`config.mk`:
```
export PLATFORM = sky130hd
export DESIGN_NAME = ff_array_port_arbiter
export DESIGN_NICKNAME = d
export VERILOG_FILES = /design/src/rtl/ff_array_arb_pkg.sv /design/src/rtl/ff_array_rr_pick.sv /design/src/rtl/ff_array_port_arbiter.sv
export SDC_FILE = /design/constraint.sdc
export NUM_CORES = 1
export LEC_CHECK = 0
export CAP_MARGIN = 20
export CORE_AREA = 2 2 170 172
export DETAILED_ROUTE_END_ITERATION = 8
export DIE_AREA = 0 0 172 174
export GPL_TIMING_DRIVEN = 1
export PLACE_DENSITY = 0.59
export REMOVE_ABC_BUFFERS = 1
export SYNTH_ARGS = -nofsm -noshare
export SYNTH_HDL_FRONTEND = slang
export SYNTH_HIERARCHICAL = 1
export SYNTH_SLANG_ARGS = --single-unit
export TNS_END_PERCENT = 20
```
`constraint.sdc`:
```
create_clock -name clk -period 9.1 [get_ports clk]
set_input_delay 1.82 -clock clk [delete_from_list [all_inputs] [get_ports clk]]
set_output_delay 1.82 -clock clk [all_outputs]
set_load 0.05 [all_outputs]
```
`src/rtl/ff_array_arb_pkg.sv`:
```
// Shared types and helpers for the flip-flop array port arbiter.
//   arb_state_t : arbiter mode (normal arbitration or array flush)
//   port_own_t  : per-port record of who was granted and whether a read
//                 response is owed in the following cycle
//   rr_next     : round-robin successor of a requester index
package ff_array_arb_pkg;

    typedef enum logic {
        IDLE  = 1'b0,
        FLUSH = 1'b1
    } arb_state_t;

    // Owner field is fixed-width so the struct can live in the package;
    // it comfortably covers any practical requester count.
    localparam int OWNER_W = 8;

    typedef struct packed {
        logic               valid;
        logic               is_read;
        logic [OWNER_W-1:0] owner;
    } port_own_t;

    function automatic int rr_next(input int idx, input int n);
        return (idx == n - 1) ? 0 : idx + 1;
    endfunction

endpackage

```
`src/rtl/ff_array_rr_pick.sv`:
```
// Combinational two-grant round-robin selector.
//   eligible : requesters that may be granted this cycle
//   rr_ptr   : first requester index to consider
//   gnt0     : one-hot first grant in scan order (zero if none)
//   gnt1     : one-hot second grant in scan order (zero if none)
//   idx0     : binary index of gnt0
//   idx1     : binary index of gnt1
//   next_ptr : one past the last grant, or rr_ptr when nothing is granted
module ff_array_rr_pick
    import ff_array_arb_pkg::*;
#(
    parameter int NUM_REQ = 4
) (
    input  logic [NUM_REQ-1:0]         eligible,
    input  logic [$clog2(NUM_REQ)-1:0] rr_ptr,
    output logic [NUM_REQ-1:0]         gnt0,
    output logic [NUM_REQ-1:0]         gnt1,
    output logic [$clog2(NUM_REQ)-1:0] idx0,
    output logic [$clog2(NUM_REQ)-1:0] idx1,
    output logic [$clog2(NUM_REQ)-1:0] next_ptr
);

    localparam int PW = $clog2(NUM_REQ);

    logic [PW-1:0] scan;

    always_comb begin
        gnt0     = '0;
        gnt1     = '0;
        idx0     = '0;
        idx1     = '0;
        scan     = '0;
        next_ptr = rr_ptr;
        for (int i = 0; i < NUM_REQ; i++) begin
            scan = PW'((int'(rr_ptr) + i) % NUM_REQ);
            if (eligible[scan]) begin
                if (gnt0 == '0) begin
                    gnt0[scan] = 1'b1;
                    idx0       = scan;
                end else if (gnt1 == '0) begin
                    gnt1[scan] = 1'b1;
                    idx1       = scan;
                end
            end
        end
        if (|gnt1) begin
            next_ptr = PW'(rr_next(int'(idx1), NUM_REQ));
        end else if (|gnt0) begin
            next_ptr = PW'(rr_next(int'(idx0), NUM_REQ));
        end
    end

endmodule

```
`src/rtl/ff_array_port_arbiter.sv`:
```
// Shares one dual-port flip-flop array among NUM_REQ requesters.
// Up to two requests are granted per cycle in round-robin order and steered
// onto the two array ports so the array's hazard rules are never hit; read
// data is routed back to its owner one cycle later. A flush writes FLUSH_VAL
// to every entry, two entries per cycle.
//   clk, rst_n                      : clock, async active-low reset
//   req_valid/we/addr/wdata         : per-requester request
//   req_ready                       : per-requester grant (combinational)
//   resp_valid/resp_rdata           : per-requester read response
//   flush_req/flush_busy/flush_done : flush start, in-progress, completion pulse
//   arr_*0, arr_*1                  : array ports 0 and 1 (active-low csb/web)
module ff_array_port_arbiter
    import ff_array_arb_pkg::*;
#(
    parameter int               NUM_REQ   = 4,
    parameter int               S_INDEX   = 4,
    parameter int               WIDTH     = 32,
    parameter logic [WIDTH-1:0] FLUSH_VAL = '0
) (
    input  logic                            clk,
    input  logic                            rst_n,
    input  logic [NUM_REQ-1:0]              req_valid,
    input  logic [NUM_REQ-1:0]              req_we,
    input  logic [NUM_REQ-1:0][S_INDEX-1:0] req_addr,
    input  logic [NUM_REQ-1:0][WIDTH-1:0]   req_wdata,
    output logic [NUM_REQ-1:0]              req_ready,
    output logic [NUM_REQ-1:0]              resp_valid,
    output logic [NUM_REQ-1:0][WIDTH-1:0]   resp_rdata,
    input  logic                            flush_req,
    output logic                            flush_busy,
    output logic                            flush_done,
    output logic                            arr_csb0,
    output logic                            arr_web0,
    output logic [S_INDEX-1:0]              arr_addr0,
    output logic [WIDTH-1:0]                arr_din0,
    input  logic [WIDTH-1:0]                arr_dout0,
    output logic                            arr_csb1,
    output logic                            arr_web1,
    output logic [S_INDEX-1:0]              arr_addr1,
    output logic [WIDTH-1:0]                arr_din1,
    input  logic [WIDTH-1:0]                arr_dout1
);

    localparam int NUM_SETS = 2 ** S_INDEX;
    localparam int PW       = $clog2(NUM_REQ);
    // A single-bit counter stands in for the zero-width case S_INDEX == 1.
    localparam int CW       = (S_INDEX > 1) ? S_INDEX - 1 : 1;
    localparam logic [CW-1:0] CNT_LAST = CW'(NUM_SETS / 2 - 1);

    arb_state_t      state_q, state_d;
    logic [CW-1:0]   cnt_q, cnt_d;
    logic [PW-1:0]   ptr_q, ptr_d;
    logic            done_q, done_d;
    port_own_t [1:0] own_q, own_d;

    logic [NUM_REQ-1:0] pick_gnt0, pick_gnt1;
    logic [PW-1:0]      pick_idx0, pick_idx1, pick_next;
    logic               take0, take1, wr_conflict;
    logic [PW-1:0]      p0, p1;
    logic [CW:0]        flush_addr0, flush_addr1;

    ff_array_rr_pick #(.NUM_REQ(NUM_REQ)) u_pick (
        .eligible (req_valid),
        .rr_ptr   (ptr_q),
        .gnt0     (pick_gnt0),
        .gnt1     (pick_gnt1),
        .idx0     (pick_idx0),
        .idx1     (pick_idx1),
        .next_ptr (pick_next)
    );

    // Two writes to one address would corrupt the entry, so the later one in
    // scan order is dropped and retried on a following cycle.
    assign wr_conflict = (|pick_gnt1) && req_we[pick_idx0] && req_we[pick_idx1] &&
                         (req_addr[pick_idx0] == req_addr[pick_idx1]);
    assign take0 = |pick_gnt0;
    assign take1 = (|pick_gnt1) && !wr_conflict;

    assign flush_addr0 = {cnt_q, 1'b0};
    assign flush_addr1 = {cnt_q, 1'b1};

    // Next-state and array/grant outputs. For a mixed read/write pair the
    // read must sit on port 0, the only port that sees a same-cycle write on
    // the other port. Outputs are forced idle while reset is held.
    always_comb begin
        state_d   = state_q;
        cnt_d     = cnt_q;
        ptr_d     = ptr_q;
        done_d    = 1'b0;
        own_d     = '0;
        req_ready = '0;
        p0        = pick_idx0;
        p1        = pick_idx1;
        arr_csb0  = 1'b1;
        arr_web0  = 1'b1;
        arr_addr0 = '0;
        arr_din0  = '0;
        arr_csb1  = 1'b1;
        arr_web1  = 1'b1;
        arr_addr1 = '0;
        arr_din1  = '0;
        case (state_q)
            IDLE: begin
                if (flush_req) begin
                    state_d = FLUSH;
                    cnt_d   = '0;
                end else if (take0) begin
                    req_ready = pick_gnt0 | (take1 ? pick_gnt1 : '0);
                    ptr_d     = take1 ? pick_next : PW'(rr_next(int'(pick_idx0), NUM_REQ));
                    if (take1 && req_we[pick_idx0] && !req_we[pick_idx1]) begin
                        p0 = pick_idx1;
                        p1 = pick_idx0;
                    end
                    arr_csb0  = 1'b0;
                    arr_web0  = ~req_we[p0];
                    arr_addr0 = req_addr[p0];
                    arr_din0  = req_we[p0] ? req_wdata[p0] : '0;
                    own_d[0]  = '{valid: 1'b1, is_read: ~req_we[p0], owner: OWNER_W'(p0)};
                    if (take1) begin
                        arr_csb1  = 1'b0;
                        arr_web1  = ~req_we[p1];
                        arr_addr1 = req_addr[p1];
                        arr_din1  = req_we[p1] ? req_wdata[p1] : '0;
                        own_d[1]  = '{valid: 1'b1, is_read: ~req_we[p1], owner: OWNER_W'(p1)};
                    end
                end
            end
            FLUSH: begin
                arr_csb0  = 1'b0;
                arr_web0  = 1'b0;
                arr_addr0 = flush_addr0[S_INDEX-1:0];
                arr_din0  = FLUSH_VAL;
                arr_csb1  = 1'b0;
                arr_web1  = 1'b0;
                arr_addr1 = flush_addr1[S_INDEX-1:0];
                arr_din1  = FLUSH_VAL;
                if (cnt_q == CNT_LAST) begin
                    state_d = IDLE;
                    done_d  = 1'b1;
                end else begin
                    cnt_d = cnt_q + 1'b1;
                end
            end
            default: state_d = IDLE;
        endcase
        if (!rst_n) begin
            req_ready = '0;
            arr_csb0  = 1'b1;
            arr_web0  = 1'b1;
            arr_addr0 = '0;
            arr_din0  = '0;
            arr_csb1  = 1'b1;
            arr_web1  = 1'b1;
            arr_addr1 = '0;
            arr_din1  = '0;
        end
    end

    // Read data from each port goes back to whoever owned that port last cycle.
    always_comb begin
        resp_valid = '0;
        resp_rdata = '0;
        for (int r = 0; r < NUM_REQ; r++) begin
            if (own_q[0].valid && own_q[0].is_read && own_q[0].owner == OWNER_W'(r)) begin
                resp_valid[r] = 1'b1;
                resp_rdata[r] = arr_dout0;
            end
            if (own_q[1].valid && own_q[1].is_read && own_q[1].owner == OWNER_W'(r)) begin
                resp_valid[r] = 1'b1;
                resp_rdata[r] = arr_dout1;
            end
        end
    end

    always_ff @(posedge clk or negedge rst_n) begin
        if (!rst_n) begin
            state_q <= IDLE;
            cnt_q   <= '0;
            ptr_q   <= '0;
            done_q  <= 1'b0;
            own_q   <= '0;
        end else begin
            state_q <= state_d;
            cnt_q   <= cnt_d;
            ptr_q   <= ptr_d;
            done_q  <= done_d;
            own_q   <= own_d;
        end
    end

    assign flush_busy = (state_q == FLUSH);
    assign flush_done = done_q;

endmodule

```
==> results of run 1 <==
-- metal layers --
layer,routed length [um],up-vias
met4,756,0
met1,11660,3737
li1,-,3412
met2,16730,378
met3,3031,30
met5,0,-
-- layout by cell type, fill, tap and decap left out, drive strengths merged, types with 3 or more instances in the layout --
cell type,instances
clkdlybuf4s50,353
a22o,131
buf,110
mux2i,87
mux4,49
nand2,40
and2,37
o22ai,33
nor2,23
o21ai,22
dfrtp,15
a21oi,13
inv,11
ha,11
nor3,9
nand3,8
mux2,8
and3,7
diode,5
nand2b,5
xor2,5
a22oi,4
nor4,4
nor2b,4
or3,4
nor3b,4
a32oi,3
clkbuf,3
or4,3
or2,3
-- power breakdown --
group          total (mW)  switching, mW  internal (mW)
combinational        3.73           1.92           1.81
clock              0.0834         0.0249         0.0585
sequential          0.116         0.0266         0.0891
total                3.93           1.97           1.96
-- cell type report --
| type | count | area, um^2 | area share (%) |
|---|---|---|---|
| Timing Repair Buffer | 463 | 5248 | 45.94 |
| Tap cell | 384 | 480.5 | 4.206 |
| Multi-Input combinational cell | 548 | 5185 | 45.39 |
| Antenna cell | 5 | 12.51 | 0.1095 |
| Sequential cell | 15 | 375.4 | 3.286 |
| Inverter | 11 | 41.29 | 0.3615 |
| Clock inverter | 1 | 5.005 | 0.04382 |
| Clock buffer | 3 | 75.07 | 0.6572 |
-- cells by family after synthesis --
family,count (synthesis)
simple gates,155
fa+ha+maj,11
flops,15
buf+inv,76
xor+xnor,7
compound gates,231
mux,144
-- per-stage QoR --
step / setup TNS [ns] / area, um^2 / hold WS, ns
finish: 0 / 11420 / 0.5767
global route: 0 / 11420 / 0.6265
CTS: 0 / 11410 / 0.5772
detailed placement: 0 / 11330 / 0.5688
global placement: 0 / 11330 / 0.5486
floorplan: -72.99 / 5553 / 0.5168
-- state kept, by name, summed over array words and instances (netlist names) --
register    count
own_q           8
cnt_q           3
ptr_q           2
flush_busy      1
flush_done      1
-- tightest hold or removal path, stage by stage (launching register included) --
cell     delay, ns
dfrtp_1       0.40
nand2_1       0.06
o21ai_0       0.08
-- path summary, 6_finish.rpt --
path | start | to | slack [ns] | cells past startpoint
setup / recovery | req_valid[3] | arr_din1[18] | 0.36 | 15
hold / removal | cnt_q[0] | cnt_q[0] | 0.58 | 2
setup reg to reg | ptr_q[0] | ptr_q[1] | 3.62 | 17
hold reg to reg | cnt_q[0] | cnt_q[0] | 0.58 | 2
max in group asynchronous | rst_n | ptr_q[1] | 6.96 | 2
min in group asynchronous | rst_n | cnt_q[0] | 1.92 | 2
==> metrics.txt, run 1 <==
Vert. Die Dim=174 um; synth cell count leaders=131 x a22o_1, 87 x mux2i_1, 49 x mux4_2, 42 x clkbuf_1, 38 x nand2_1; grt total ovfl=0; Largest stage delay, worst path=0.61 ns; Leakage=approximately 4.3 nW; final std cells w/o fill=about 1,400; critical path launch point type=input pin; final wirelength=32,180 um; post-detailed-route count of antenna-violating nets=0; Sink Count=15; starting density of the core=about a fifth; min cycle time layout=between 8 and 9 ns; Tot Pwr=3.934 mW; Mapped Area=approximately 6000 um^2; GRT Overall Usage=approximately a fifth; mux cell area share after synthesis=between 30% and 40%; CTS Root Cell=clkbuf_16; count leader, synth=a22o_1; Setup crit end kind=output pin; Post-CTS Resized=0; yosys warns=6; DRC Markers=0; DR vias=around 7,600; PortBufs=approximately 430; Post-synth ARST share=100.0%; largest family of logic cells by synthesized area=multiplexers; post-synthesis average cell area=9.213 um^2; largest net degree at the start of global routing=slightly above 40; detailed router's first-iteration violation count=418; Syn Inst Count=639; drt first pass iters=5; Syn-to-layout area delta=94.03%; Fin. Hold Viols=0; Top delay family on crit path=multiplexers; post-route worst setup slack=about 0.36 ns; worst-path cell chain=clkdlybuf4s50_1 > mux4_2 > a21bo_1 > o211ai_1 > o311a_4 > a31oi_1 > o22ai_2 > mux4_2 > nor3b_4 > buf_4 > mux2i_4 > buf_4 > mux4_2 > and2_1 > buf_12; Seq/Total Area, Yosys=6.376%; synth top area cells=a22o_1 19%, mux4_2 19%, mux2i_1 15%; Max Cap Viol=0; layout cells sized above 1=between 20% and 30%; pre-CTS setup slack=0.3607 ns; WL/cell=roughly 23 um; compound-cell area share of the yosys netlist=about a third; unrepaired setup endpoints after global routing=false; fill count=approximately 2,900; global-route layer with the greatest usage=met2; HP Class=register to register; register bit count reported by yosys=15; Slowest-stage cell, CP=mux4_2; core box area=around 28,000 um^2; Slew HR=around half; Placed Cells=~1,400; CP Data Required Time=between 7 and 8 ns; PwrDens=344.4 nW/um^2; first-pass GRT wire length=46,010 um; Max Clock Skew=between 0.002 and 0.003 ns; die width=172 um; initial antenna violation count=5; setup violators final=0; WS Path Type=input pin to output pin; Reg clk slew, reported paths=0.05 ns; vias in the first global route=between 7,000 and 8,000; post-synthesis adder-cell area fraction=under 10%; Post-Synth XOR/XNOR Area=under 10%; Clock H-tree levels=1; worst vdd ir=around 0.00030 V; # hold bufs at CTS=0; global routing usage on met2=37.95%; die area=about 30,000 um^2; clk buf depth=2; Bufs and invs on worst path=4; Rows=62; DR vias/cell=~5.3; Distinct cells, synth=65; slew of the pin with the lowest slew margin=between 0.7 and 0.8 ns; Crit Path Max Fanout=16; Worst Path Arrival=just under 7 ns; Simple-Gate Fraction of Synth Area=between 10 and 15%; most used cell, CP=mux4_2; CTS tree=built; I/O pin total=433; met3 Track Usage GR=5.510%; post-layout util=about two fifths; Slew Limit Fails=0; HPWL after detailed placement=26,340 um; area leader, netlist=a22o_1; met1 usage=a little over a fifth; number of setup buffers added after CTS=0; Post-synth EDFFs=0; CTS Buf Count=3; Clk Latency, worst-skew pair=between 0.2 and 0.25 ns; top-area cell type share of the netlist area=19.49%; nets=between 1,000 and 1,500; Top FF cell, synth=dfrtp_1; Max Freq=between 100 and 150 MHz; status=finished clean; GPL Wtd Cong=0.8787; Final period util=between 90% and 100%
Note: power is estimated with default switching activity, not from simulation.
==> run 2: changes to the inputs <==
--- a/config.mk
+++ b/config.mk
@@ -6,14 +6,13 @@
 export NUM_CORES = 1
 export LEC_CHECK = 0
 export CAP_MARGIN = 20
-export CORE_AREA = 2 2 170 172
+export CORE_AREA = 2 2 167 169
 export DETAILED_ROUTE_END_ITERATION = 8
-export DIE_AREA = 0 0 172 174
+export DIE_AREA = 0 0 169 171
 export GPL_TIMING_DRIVEN = 1
-export PLACE_DENSITY = 0.59
+export PLACE_DENSITY = 0.62
 export REMOVE_ABC_BUFFERS = 1
 export SYNTH_ARGS = -nofsm -noshare
 export SYNTH_HDL_FRONTEND = slang
-export SYNTH_HIERARCHICAL = 1
 export SYNTH_SLANG_ARGS = --single-unit
 export TNS_END_PERCENT = 20
==> run 2 against run 1 <==
Net effect: maximum frequency down 0.56%; area after synthesis up 6.8%; clock skew down 0.00089 ns; global-route usage up 1.1 points; non-clock buffer count up 1; clock-buffer cell count up 1; utilization up 2.7 points; wire length up 2.8%; critical path depth unchanged; via count up 7.8%; first-iteration DRC count up 46%; critical path type unchanged; largest cell class is now multi-input gates; largest power group unchanged.
==> metrics.txt, run 2 <==
status=finished clean; Mapped Area=6286 um^2 (+6.8%); Post-synth ARST share=100.0% (unchanged); HPWL after detailed placement=26,930 um (+2.3%); setup TNS=0 ns (unchanged); CTS Buf Count=3 (unchanged); unrepaired setup endpoints after global routing=false; hold path start=cnt_q[1]; Final period util=96.63% (+0.54 points); Crit Path Max Fanout=25 (+9); PwrDens=426.9 nW/um^2 (+24%); Tot Pwr=5.029 mW (+28%); vias in the first global route=8,060 (+6.4%); Reg clk slew, reported paths=0.05 ns (about the same); grt total ovfl=0 (unchanged); initial antenna violation count=1 (-4); detailed router's first-iteration violation count=612 (+46%); r2r setup slk=3.59 ns (-0.03 ns); final std cells w/o fill=1,469 (+2.7%); Clk Latency, worst-skew pair=0.24 ns (about the same); final wirelength=33,090 um (+2.8%); core box area=27,320 um^2 (-3.2%); Slew Limit Fails=0 (unchanged); die area=28,900 um^2 (-3.4%); Vert. Die Dim=171 um (-1.7%); nets=1,351 (+6.2%); post-synthesis average cell area=8.529 um^2 (-7.4%); Placed Cells=1,465 (+3.1%); DR vias/cell=5.545 (+4.9%); Int Pwr=2.397 mW (+22%); PortBufs=432 (unchanged); count leader, synth=a22o_1; Syn Inst Count=737 (+15%); worst vdd ir=0.0004628 V (+53%); number of setup buffers added after CTS=0 (unchanged); yosys warns=0 (-6); DRC Markers=0 (unchanged); synth cell count leaders=132 x a22o_1, 67 x nand2_1, 62 x mux2i_1, 45 x clkbuf_1, 39 x mux4_2; Top delay family on crit path=multiplexers; post-route worst setup slack=0.3065 ns (-0.04878 ns); WS Path Type=input pin to output pin; I/O pin total=433 (unchanged); min cycle time layout=8.794 ns (+0.04878 ns); Largest register FFs=8 (unchanged); register bit count reported by yosys=15 (unchanged); pre-CTS setup slack=0.3512 ns (-0.009482 ns); Bufs and invs on worst path=4 (unchanged); CP Data Required Time=7.28 ns (about the same); most frequent cells in the layout=353 x clkdlybuf4s50_1, 132 x a22o_1, 78 x buf_12, 67 x nand2_1, 62 x mux2i_1; drt first pass iters=7 (+2); Max Cap Viol=0 (unchanged); register share of total power=2.7% (-0.2 points); Setup crit end kind=output pin; worst r2r dst=own_q[11]; Hold WS=0.5584 ns (-0.01830 ns); RR Startpoint=ptr_q[1]; first-pass GRT wire length=48,420 um (+5.2%); post-layout util=43.12% (+2.7 points); Net Sw Frac=52.33% (+2.1 points); Logic pwr share=95.6% (+0.7 points); hold-critical path endpoint=cnt_q[1]; Fin. Hold Viols=0 (unchanged); sw power=2.632 mW (+33%); Largest stage delay, worst path=0.70 ns (+0.09 ns); clk buf depth=2 (unchanged); Finished Cell Area=11,780 um^2 (+3.1%); Biggest register=own_q; area leader, netlist=a22o_1; Clock H-tree levels=1 (unchanged); worst r2r path cells=16 (-1); Distinct cells, synth=76 (+17%); Post-CTS Resized=0 (unchanged); Post-Place Cell Area=11,700 um^2 (+3.3%); Rows=61 (-1.6%); slew of the pin with the lowest slew margin=0.7276 ns (-0.009876 ns); HP Class=register to register; Syn-to-layout area delta=87.42%; Clk pwr share=1.7% (-0.4 points); DR vias=8,146 (+7.8%); Max Freq=113.7 MHz (-0.56%); Leakage=4.794 nW (+10%); most common cell after layout, fill and taps aside=clkdlybuf4s50_1; Worst Path Arrival=6.97 ns (+0.05 ns); die width=169 um (-1.7%); Seq/Total Area, Yosys=5.971% (-0.40 points); layout cells sized above 1=19.50% (-2.4 points); Top FF cell, synth=dfrtp_1; GRT Overall Usage=21.31% (+1.1 points); Antenna Cells=0 (-5); CTS Root Cell=clkbuf_16; top-area cell type share of the netlist area=18.39% (-1.1 points); worst-path cell chain=clkdlybuf4s50_1 > mux4_2 > nor2b_1 > a211o_1 > a32o_2 > or3_1 > mux2_4 > a211oi_2 > o211ai_4 > mux2i_4 > buf_4 > buf_4 > mux4_2 > nor2b_1 > buf_12; post-detailed-route count of antenna-violating nets=0 (unchanged); Post-synth EDFFs=0 (unchanged); GPL Wtd Cong=0.8946 (+1.8%); Slowest-stage cell, CP=mux4_2; Hold Path Cell Cnt=2 (unchanged); critical path launch point type=input pin; CTS tree=built; Max Clock Skew=0.001961 ns (-0.0008897 ns); WL/cell=22.53 um (+0.11%); starting density of the core=23.01% (+2.2 points); Largest regs=own_q: 8 flops, cnt_q: 3 flops, ptr_q: 2 flops; Sink Count=15 (unchanged); synth top area cells=a22o_1 18%, mux4_2 14%, mux2i_1 9.9%; Slew HR=51.49% (+1.1 points); largest net degree at the start of global routing=65 (+59%); setup violators final=0 (unchanged); # hold bufs at CTS=0 (unchanged)
run 2: cell types whose count changed after synthesis, sizes merged, moves of 6 or more:
cell    delta
mux2i     -22
nor2       -7
o22ai     -32
mux2      +29
buf       +13
nor2b     +31
o211a     +33
nand2     +27
mux4      -10
o211ai     +6
a211oi     +9
and2      -26
run 2: worst max-delay path by stage:
stage | from | endpoint | cells after the start
after detailed placement | req_valid[3] | arr_din0[19] | 15
after floorplan | req_valid[3] | arr_addr1[2] | 12
after global placement | req_valid[3] | arr_addr0[3] | 15
after CTS | req_valid[3] | arr_din0[19] | 15
final | req_valid[3] | arr_din0[19] | 15
after global routing | req_valid[3] | arr_addr0[3] | 15
run 2: layout make-up:
cell class | instances | area (um^2)
repair buffers | 464 | 5343
multi-input cells | 628 | 5507
flip-flops and latches | 15 | 375.4
inverters | 12 | 45.04
clock buffers | 4 | 78.83
well taps | 346 | 432.9
fillers | 2707 | 15540
run 2: power groups by stage:
| stage | Sequential, mW | Clock [mW] | Combinational, mW |
|---|---|---|---|
| after floorplan | 0.140 | 0 | 3.44 |
| after global placement | 0.135 | 0 | 4.79 |
| after detailed placement | 0.136 | 0 | 4.81 |
| after CTS | 0.135 | 0.0874 | 4.82 |
| after global routing | 0.141 | 0.0908 | 5.14 |
| final | 0.135 | 0.0850 | 4.81 |
run 2: metal layers:
metal	track usage, %	vias to the layer above	share of wire, %
li1	-	3722	-
met1	24.92	3981	39
met2	39.95	404	51
met3	4.742	37	8.2
met4	4.125	2	1.9
met5	0	-	0.039
run 2: kinds of logic (layout without fill, tap and decap cells):
kind of cell               after synthesis  count (layout)  synth area share [%]
adders and majority gates                8               8                 1.592
xor gates and xnor gates                 6               6                0.8360
buffers and inverters                   94             480                 7.126
DFF                                     15              15                 5.971
AOI/OAI and AO/OA                      270             270                 36.43
muxes                                  141             141                 31.33
and+or+nand+nor                        203             203                 16.72
run 2: worst register-to-register path: cells and delay by family (launching register included):
| kind | cells | cell delay (ns) |
|---|---|---|
| AOI/OAI and AO/OA | 2 | 0.63 |
| xor gates and xnor gates | 1 | 0.17 |
| adders and majority gates | 1 | 0.21 |
| buffers and inverters | 3 | 0.51 |
| DFF | 1 | 0.58 |
| muxes | 2 | 0.94 |
| and+or+nand+nor | 7 | 2.37 |
==> run 3: changes to the inputs <==
==> constraint.sdc (replaced) <==
create_clock -name clk -period 10.6 [get_ports clk]
set_input_delay 2.12 -clock clk [delete_from_list [all_inputs] [get_ports clk]]
set_output_delay 2.12 -clock clk [all_outputs]
set_load 0.05 [all_outputs]
==> run 3 against run 2 <==
Net effect: wire length decreased by 2.4%; register-to-register slack improved by 1.4 ns; non-clock buffer count decreased by 7; critical path depth decreased by 1; clock power decreased by 14%; sequential power decreased by 16%; first-iteration DRC count decreased by 3.9%; cell area decreased by 1.7%; final cell count decreased by 0.41%; clock skew increased by 0.0025 ns; clock-buffer cell count unchanged; combinational power decreased by 17%; critical endpoint is now arr_csb1; largest power group unchanged.
==> metrics.txt, run 3 (synthesis results as in run 2) <==
Leakage=4.685 nW (-2.3%); DR vias=7,981 (-2.0%); CTS Buf Count=3 (unchanged); sw power=2.227 mW (-15%); final wirelength=32,290 um (-2.4%); status=finished clean; largest net degree at the start of global routing=49 (-25%); Max Freq=approximately 100 MHz; CTS tree=built; setup violators final=0 (unchanged); starting density of the core=23.01% (unchanged); Final period util=a little over nine tenths; PwrDens=359.6 nW/um^2 (-16%); die width=169 um (unchanged); area occupied by multi-input gates=5509 um^2 (about the same); HP Class=register to register; GPL Wtd Cong=0.8975 (+0.32%); Crit Path Max Fanout=20 (-20%); Logic pwr share=95.5% (about the same); most frequent cells in the layout=362 x clkdlybuf4s50_1, 132 x a22o_1, 67 x nand2_1, 64 x buf_12, 62 x mux2i_1; detailed router's first-iteration violation count=588 (-3.9%); WL/cell=22.07 um (-2.0%); DRC Markers=0 (unchanged); Clk pwr share=1.8% (about the same); clk buf depth=2 (unchanged); WS Path Type=input pin to output pin; worst r2r path cells=14 (-2); DR vias/cell=5.455 (-1.6%); Clock H-tree levels=1 (unchanged); CTS Root Cell=clkbuf_16; Worst Setup EP=arr_csb1; worst vdd ir=0.0003766 V (-19%); GRT Overall Usage=20.70% (-0.61 points); fill count=2,729 (+0.81%); number of setup buffers added after CTS=0 (unchanged); vias in the first global route=7,877 (-2.3%); r2r setup slk=4.96 ns (+1.37 ns); min cycle time layout=roughly 10 ns; Slew HR=50.69% (-0.81 points); nets=1,344 (-0.52%); CP Data Required Time=8.48 ns (+1.20 ns); Max Cap Viol=0 (unchanged); initial antenna violation count=2 (+1); Sequential Area=375.4 um^2 (unchanged); die area=28,900 um^2 (unchanged); first-pass GRT wire length=46,960 um (-3.0%); PortBufs=432 (unchanged); Hold Path Cell Cnt=2 (unchanged); layout cells sized above 1=18.28% (-1.2 points); register share of total power=2.7% (about the same); RR Startpoint=ptr_q[1]; Biggest register=own_q; I/O pin total=433 (unchanged); unrepaired setup endpoints after global routing=false; Crit. Startpoint=req_valid[3]; Largest register FFs=8 (unchanged); grt total ovfl=0 (unchanged); Sink Count=15 (unchanged); pre-CTS setup slack=0.4928 ns (+0.1415 ns); critical path launch point type=input pin; worst r2r dst=ptr_q[0]; post-route worst setup slack=0.6159 ns (+0.3094 ns); Net Sw Frac=53.47% (+1.1 points); Rows=61 (unchanged); HPWL after detailed placement=26,290 um (-2.4%); Clk Latency, worst-skew pair=0.24 ns (about the same); Worst Path Arrival=7.86 ns (+0.89 ns); post-detailed-route count of antenna-violating nets=0 (unchanged); Vert. Die Dim=171 um (unchanged); core box area=27,320 um^2 (unchanged); Slew Limit Fails=0 (unchanged); Tot Pwr=4.165 mW (-17%); most common cell after layout, fill and taps aside=clkdlybuf4s50_1; Setup crit end kind=output pin; drt first pass iters=5 (-2); Fin. Hold Viols=0 (unchanged); Syn-to-layout area delta=84.24%; Largest regs=own_q: 8 flops, cnt_q: 3 flops, ptr_q: 2 flops; Int Pwr=1.938 mW (-19%); Reg clk slew, reported paths=0.05 ns (about the same); slew of the pin with the lowest slew margin=0.7397 ns (+0.01209 ns); Max Clock Skew=0.004478 ns (+0.002517 ns)
run 3: changes by cell type in the layout (fill, tap and decap cells not counted):
cell / delta
buf_12: -14
buf_4: -2
clkdlybuf4s50_1: +9
diode_2: +1
nor2_1: -1
nor2_2: +1
run 3: timing repair:
| action | CTS | global route |
|---|---|---|
| resized for setup | 0 | 1 |
| endpoints found under the setup margin | 0 | 1 |
| hold buffers | 0 | 0 |
run 3: worst min path at each step:
stage,endpoint,from,slack [ns]
global placement,cnt_q[2],cnt_q[2],0.54
CTS,cnt_q[2],cnt_q[2],0.56
finish,cnt_q[2],cnt_q[2],0.56
floorplan,cnt_q[1],cnt_q[1],0.52
global route,cnt_q[0],cnt_q[0],0.63
detailed placement,cnt_q[2],cnt_q[2],0.55
run 3: stage by stage:
stage	utilization (%)	area (um^2)	TNS, ns	hold slack, ns	cells
final	42.38	11580	0	0.5642	1463
after global routing	42.38	11580	0	0.6317	1463
after CTS	42.37	11580	0	0.5635	1462
after detailed placement	42.08	11500	0	0.5505	1458
after global placement	42.08	11500	0	0.5406	1458
after floorplan	-	5883	-1.555	0.5160	655
run 3: cell type report:
| cell class | count | area share, % |
|---|---|---|
| Tap cell | 346 | 3.738 |
| Sequential cell | 15 | 3.241 |
| Antenna cell | 1 | 0.02161 |
| Inverter | 12 | 0.3889 |
| Timing Repair Buffer | 457 | 44.36 |
| Clock buffer | 4 | 0.6806 |
| Multi-Input combinational cell | 628 | 47.57 |
run 3: power groups by stage:
stage / Sequential [mW] / Clock (mW) / Combinational [mW]
final: 0.114 / 0.0729 / 3.98
after floorplan: 0.120 / 0 / 2.96
after global placement: 0.114 / 0 / 3.97
after CTS: 0.114 / 0.0741 / 3.99
after detailed placement: 0.115 / 0 / 3.98
after global routing: 0.118 / 0.0753 / 4.29
run 3: worst max-delay path, cell delays in order:
cell and delay [ns]:
clkdlybuf4s50_1 0.54, mux4_2 0.71, and2_1 0.32, a211o_1 0.31, a32o_2 0.30, nor4_1 0.49
or3_1 0.48, mux4_2 0.57, xnor2_1 0.19, nand4b_1 0.20, nor2_2 0.36, or3b_2 0.24
a21bo_2 0.15, clkdlybuf4s50_1 0.87
run 3: routing by layer:
| layer | vias up | routed length (um) | GRT usage (%) |
|---|---|---|---|
| li1 | 3721 | - | - |
| met1 | 3838 | 12140 | 24.06 |
| met2 | 390 | 16360 | 37.76 |
| met3 | 30 | 2988 | 5.344 |
| met4 | 2 | 782 | 5.351 |
| met5 | - | 12 | 0 |
